==> config.mk <==
export PLATFORM = sky130hd
export DESIGN_NAME = bitwise_logic_pipe
export DESIGN_NICKNAME = d
export VERILOG_FILES = /design/src/rtl/bitwise_pkg.sv /design/src/rtl/bitwise_op_core.sv /design/src/rtl/bitwise_logic_pipe.sv
export SDC_FILE = /design/constraint.sdc
export NUM_CORES = 1
export LEC_CHECK = 0
export CORE_MARGIN = 4
export CORE_UTILIZATION = 40
export CTS_BUF_LIST = sky130_fd_sc_hd__clkbuf_8
export CTS_CLUSTER_DIAMETER = 200
export DETAILED_ROUTE_END_ITERATION = 8
export HOLD_SLACK_MARGIN = 0.02
export SLEW_MARGIN = 20
export SYNTH_ARGS = -nofsm -noshare
export SYNTH_HDL_FRONTEND = slang
export SYNTH_HIERARCHICAL = 1
export SYNTH_SLANG_ARGS = --single-unit
==> constraint.sdc <==
create_clock -name clk -period 2.9 [get_ports clk]
set_input_delay 0.29 -clock clk [delete_from_list [all_inputs] [get_ports clk]]
set_output_delay 0.29 -clock clk [all_outputs]
set_load 0.005 [all_outputs]
==> src/rtl/bitwise_pkg.sv <==
// Shared opcode encoding for the bitwise logic pipeline.
package bitwise_pkg;

    localparam int unsigned OP_W = 3;

    typedef enum logic [OP_W-1:0] {
        OP_AND   = 3'd0,
        OP_OR    = 3'd1,
        OP_NAND  = 3'd2,
        OP_NOR   = 3'd3,
        OP_XOR   = 3'd4,
        OP_XNOR  = 3'd5,
        OP_ANDN  = 3'd6,
        OP_PASSA = 3'd7
    } op_e;

endpackage

==> src/rtl/bitwise_op_core.sv <==
// Purely combinational opcode-selected bitwise operator, WIDTH bits wide.
module bitwise_op_core
    import bitwise_pkg::*;
#(
    parameter int unsigned WIDTH = 8
) (
    input  logic [OP_W-1:0]  op_i,
    input  logic [WIDTH-1:0] a_i,
    input  logic [WIDTH-1:0] b_i,
    output logic [WIDTH-1:0] result_o
);

    always_comb begin
        result_o = '0;
        case (op_e'(op_i))
            OP_AND:   result_o = a_i & b_i;
            OP_OR:    result_o = a_i | b_i;
            OP_NAND:  result_o = ~(a_i & b_i);
            OP_NOR:   result_o = ~(a_i | b_i);
            OP_XOR:   result_o = a_i ^ b_i;
            OP_XNOR:  result_o = ~(a_i ^ b_i);
            OP_ANDN:  result_o = a_i & ~b_i;
            OP_PASSA: result_o = a_i;
            default:  result_o = '0;
        endcase
    end

endmodule

==> src/rtl/bitwise_logic_pipe.sv <==
// Two-stage valid/ready bitwise logic pipeline with completed-op counter.
// Optional result flags (out_zero/out_ones/out_par) built when BITWISE_FLAGS_EN is defined.
module bitwise_logic_pipe
    import bitwise_pkg::*;
#(
    parameter int unsigned WIDTH   = 8,
    parameter int unsigned COUNT_W = 16
) (
    input  logic               clk,
    input  logic               rst_n,
    input  logic               in_valid,
    output logic               in_ready,
    input  logic [OP_W-1:0]    in_op,
    input  logic [WIDTH-1:0]   in_a,
    input  logic [WIDTH-1:0]   in_b,
    output logic               out_valid,
    input  logic               out_ready,
    output logic [WIDTH-1:0]   out_result,
    output logic [COUNT_W-1:0] op_count,
`ifdef BITWISE_FLAGS_EN
    output logic               out_zero,
    output logic               out_ones,
    output logic               out_par,
`endif
    input  logic               cnt_clr
);

    logic                s1_valid_q, s1_valid_d;
    logic [OP_W-1:0]     s1_op_q, s1_op_d;
    logic [WIDTH-1:0]    s1_a_q, s1_a_d;
    logic [WIDTH-1:0]    s1_b_q, s1_b_d;
    logic                s2_valid_q, s2_valid_d;
    logic [WIDTH-1:0]    s2_result_q, s2_result_d;
    logic [COUNT_W-1:0]  cnt_q, cnt_d;
    logic [WIDTH-1:0]    core_res;
    logic                adv2, load1, pop;
`ifdef BITWISE_FLAGS_EN
    logic                zero_q, zero_d, ones_q, ones_d, par_q, par_d;
`endif

    // Stage 2 can take stage 1 when it is empty or draining this cycle.
    assign adv2     = s1_valid_q & (~s2_valid_q | out_ready);
    assign in_ready = ~s1_valid_q | adv2;
    assign load1    = in_valid & in_ready;
    assign pop      = s2_valid_q & out_ready;

    bitwise_op_core #(
        .WIDTH (WIDTH)
    ) u_core (
        .op_i     (s1_op_q),
        .a_i      (s1_a_q),
        .b_i      (s1_b_q),
        .result_o (core_res)
    );

    always_comb begin
        s1_valid_d  = s1_valid_q;
        s1_op_d     = s1_op_q;
        s1_a_d      = s1_a_q;
        s1_b_d      = s1_b_q;
        s2_valid_d  = s2_valid_q;
        s2_result_d = s2_result_q;
        cnt_d       = cnt_q;
`ifdef BITWISE_FLAGS_EN
        zero_d      = zero_q;
        ones_d      = ones_q;
        par_d       = par_q;
`endif
        if (load1) begin
            s1_valid_d = 1'b1;
            s1_op_d    = in_op;
            s1_a_d     = in_a;
            s1_b_d     = in_b;
        end else if (adv2) begin
            s1_valid_d = 1'b0;
        end

        if (adv2) begin
            s2_valid_d  = 1'b1;
            s2_result_d = core_res;
`ifdef BITWISE_FLAGS_EN
            zero_d      = (core_res == '0);
            ones_d      = (core_res == '1);
            par_d       = ^core_res;
`endif
        end else if (pop) begin
            s2_valid_d = 1'b0;
        end

        if (cnt_clr) begin
            cnt_d = '0;
        end else if (pop) begin
            cnt_d = cnt_q + COUNT_W'(1);
        end
    end

    always_ff @(posedge clk or negedge rst_n) begin
        if (!rst_n) begin
            s1_valid_q  <= 1'b0;
            s1_op_q     <= '0;
            s1_a_q      <= '0;
            s1_b_q      <= '0;
            s2_valid_q  <= 1'b0;
            s2_result_q <= '0;
            cnt_q       <= '0;
`ifdef BITWISE_FLAGS_EN
            zero_q      <= 1'b0;
            ones_q      <= 1'b0;
            par_q       <= 1'b0;
`endif
        end else begin
            s1_valid_q  <= s1_valid_d;
            s1_op_q     <= s1_op_d;
            s1_a_q      <= s1_a_d;
            s1_b_q      <= s1_b_d;
            s2_valid_q  <= s2_valid_d;
            s2_result_q <= s2_result_d;
            cnt_q       <= cnt_d;
`ifdef BITWISE_FLAGS_EN
            zero_q      <= zero_d;
            ones_q      <= ones_d;
            par_q       <= par_d;
`endif
        end
    end

    assign out_valid  = s2_valid_q;
    assign out_result = s2_result_q;
    assign op_count   = cnt_q;
`ifdef BITWISE_FLAGS_EN
    assign out_zero   = zero_q;
    assign out_ones   = ones_q;
    assign out_par    = par_q;
`endif

endmodule
==> results.sh <==
export IMPL_p_switching_uw=545
export IMPL_cts_hold_buf=0
export IMPL_end_kind="register"
export IMPL_cell_internal_pwr_mw=1.25
export IMPL_status="finished with violations"
export IMPL_rsz0062_at_grt="false"
export IMPL_power_share_clock_pct=21.0
export IMPL_max_stage_delay_ps=760
export IMPL_ios=50
export IMPL_final_cells=409
export IMPL_clock_latency_ps=300
export IMPL_io_buffer_count=49
export IMPL_finalSetupTns_ps=0
export IMPL_cts_buffer_depth=2
export IMPL_diodes=0
export IMPL_synth_area_leaders="dfrtp_1 (40%), ha_1 (11%), mux2_2 (11%), mux2i_1 (5.0%), xnor2_1 (4.3%)"
export IMPL_dpl_cell_count=401
export IMPL_leakagePower_nw=1.55
export IMPL_cp_required_ps=3090
export IMPL_cts_max_level=2
export IMPL_vias_per_cell=4.77
export IMPL_cp_cell_sequence="nor4bb_1, or4_4, o21ai_1, o311ai_1, mux2_2"
export IMPL_drv_cap=0
export IMPL_clock_sinks=45
export IMPL_nets=361
export IMPL_syn_num_nets=313
export IMPL_tightest_slew_ps=642
export IMPL_cts_setup_buffers=0
export IMPL_finClkSkew_ps=7.74
export IMPL_num_rows=30
export IMPL_dpl_hpwl_mm=3.85
export IMPL_relSlewSlack_pct=57.2
export IMPL_syn_instance_count=264
export IMPL_synth_area_mm2=0.00282
export IMPL_drv_slew=0
export IMPL_placed_area_mm2=0.00337
export IMPL_yosysTopAreaCell="dfrtp_1"
export IMPL_cts_tree="built"
export IMPL_fp_dieW_um=92.0
export IMPL_final_hold_viol_count=28
export IMPL_p_seq_share_pct=45.9
export IMPL_design_area_mm2=0.00346
export IMPL_violations="hold timing"
export IMPL_synth_seq_cells=45
export IMPL_ys_warn_count=6
export IMPL_die_height_um=92.0
export IMPL_cts_made_buffers=5
export IMPL_dieArea_mm2=0.00847
export IMPL_start_util_pct=41.3
export IMPL_path_clk_slew_ps=80
export IMPL_grt_pass1_vias=1965
export IMPL_min_period_over_period_pct=72.3
export IMPL_grt_ovfl_total=0
export IMPL_crit_slowest_cell="dfrtp_1"
export IMPL_wl_met3_um=132
export IMPL_place_congestion=0.748
export IMPL_wl_per_cell_um=13.0
export IMPL_critPathKind="reg -> reg"
export IMPL_vias=1952
export IMPL_drt_initial_drc_count=47
export IMPL_peakVddDrop_v=0.000268
export IMPL_drive_gt1_share_pct=15.0
export IMPL_setup_viol=0
export IMPL_ys_seq_area_share_pct=39.9
export IMPL_cp_max_fo=23
export IMPL_grt_pass1_wl_mm=9.26
export IMPL_cts_root_buf="clkbuf_8"
export IMPL_ys_types=44
export IMPL_route_met2_wl_mm=2.51
export IMPL_worstSetupStartpointType="register"
export IMPL_drc=0
export IMPL_track_usage_pct=13.7
export IMPL_power_frac_comb_pct=33.1
export IMPL_fp_coreArea_mm2=0.00683
export IMPL_drt_first_pass_iters=4
export IMPL_arrival_ps=2280
export IMPL_yosysTopAreaCellShare_pct=39.9
export IMPL_worstHoldPathType="in -> async"
export IMPL_grt_max_degree=46
export IMPL_wl_mm=5.33
export IMPL_final_core_util_pct=50.6
export IMPL_switching_share_pct=30.4
export IMPL_antenna_found_initial=0
export IMPL_period_minus_slack_ps=2100
export IMPL_dr_max_layer_used="met4"
export IMPL_power_density_mw_per_mm2=518
export IMPL_detail_route_antenna_nets=0
export IMPL_wl_met1_mm=2.58
export IMPL_cts_resized=0
export IMPL_syn_avg_cell_area_um2=10.7
export IMPL_area_growth_pct=22.5
export IMPL_fmax_mhz=477
export IMPL_whs_ps=-4.53
-- power by group through the flow --
stage	clock network, mW	registers, mW	logic [mW]
finish	0.376	0.821	0.593
global route	0.416	0.843	0.672
CTS	0.399	0.824	0.605
detailed placement	0	0.836	0.602
global placement	0	0.832	0.592
floorplan	0	0.805	0.398
-- cell usage after synthesis (all sizes together) --
master	n
o311ai	1
mux2i	14
nor3	6
clkinv	6
and4b	1
dfrtp	45
nand4	5
o211ai	7
a211oi	1
inv	20
clkbuf	3
a21oi	3
a31o	1
nand2	15
or2	1
a22oi	1
and2b	1
nand3b	1
ha	25
nor4bb	1
xnor2	14
nor2	16
and4	1
buf	7
or3	1
nor2b	2
nand3	5
xor2	11
nand2b	4
o21ai	10
mux2	28
a31oi	1
nor3b	1
nor4	4
or4	1
-- per-layer routing --
layer  track usage [%]  vias up
li1                  -      992
met1              18.2      922
met2              22.3       30
met3              2.05        8
met4              5.57        0
met5                 0        -
-- worst max-delay path: cells and delay by family (launching register included) --
kind	cells	cell delay [ps]
DFF	1	760
and+or+nand+nor	2	690
muxes	1	280
AOI/OAI and AO/OA	2	250
-- kinds of logic (layout without fill, tap and decap cells) --
logic type	after synthesis	count (layout)	share of synthesized area [%]
AO/OA/AOI/OAI	25	25	5.54
XOR/XNOR	25	25	7.75
adder cells (fa/ha/maj)	25	25	11.1
buffers and inverters	36	85	5.98
flip-flops	45	45	39.9
multiplexers	42	42	16.1
AND/OR/NAND/NOR	66	66	13.6
-- registers in the layout (all words and copies together), names as in the netlist --
signal,flops
s1_a_q,8
s1_valid_q,1
out_valid,1
s1_b_q,8
out_result,8
s1_op_q,3
op_count,16
-- metrics by stage --
stage          total power [mW]  setup WS [ps]  hold slack [ps]
4_1_cts                    1.83            814              208
2_1_floorplan              1.20           1020            -5.59
5_1_grt                    1.93            652             37.0
3_5_place_dp               1.44            822              484
3_3_place_gp               1.42            874              482
6_report                   1.79            804            -4.53
-- final cells by class --
type,instances,area [µm²]
Clock buffer,5,68.8
Multi-Input combinational cell,183,1530
Fill cell,653,3370
Sequential cell,45,1130
Clock inverter,3,13.8
Inverter,26,97.6
Tap cell,96,120
Timing Repair Buffer,51,503
-- cell usage in the layout, fill, tap and decap left out, types with 3 or more instances in the layout --
cell,n
nand3_1,5
dfrtp_1,45
nand2_1,13
clkinv_1,6
nand4_1,4
inv_1,20
mux2_2,27
nor2_1,16
nor3_1,4
o21ai_1,8
xnor2_1,14
nor4_1,4
ha_1,25
buf_4,3
a21oi_1,3
clkbuf_8,5
nand2b_1,4
xor2_1,11
mux2i_1,14
clkdlybuf4s50_1,48
o211ai_1,7
-- path summary, 6_finish.rpt --
check / from / end / slack (ps) / depth (start not counted)
min in group clk: s1_valid_q$_DFFE_PN0P_ / out_valid$_DFFE_PN0P_ / 500 / 1
hold reg to reg: s1_valid_q$_DFFE_PN0P_ / out_valid$_DFFE_PN0P_ / 500 / 1
setup / recovery: s1_op_q[1]$_DFFE_PN0P_ / out_result[6]$_DFFE_PN0P_ / 800 / 5
setup reg to reg: s1_op_q[1]$_DFFE_PN0P_ / out_result[6]$_DFFE_PN0P_ / 800 / 5
max in group asynchronous: rst_n / s1_a_q[4]$_DFFE_PN0P_ / 2520 / 1
hold / removal: rst_n / s1_a_q[3]$_DFFE_PN0P_ / -5 / 1
No activity file was read; power rests on OpenSTA's default activity.
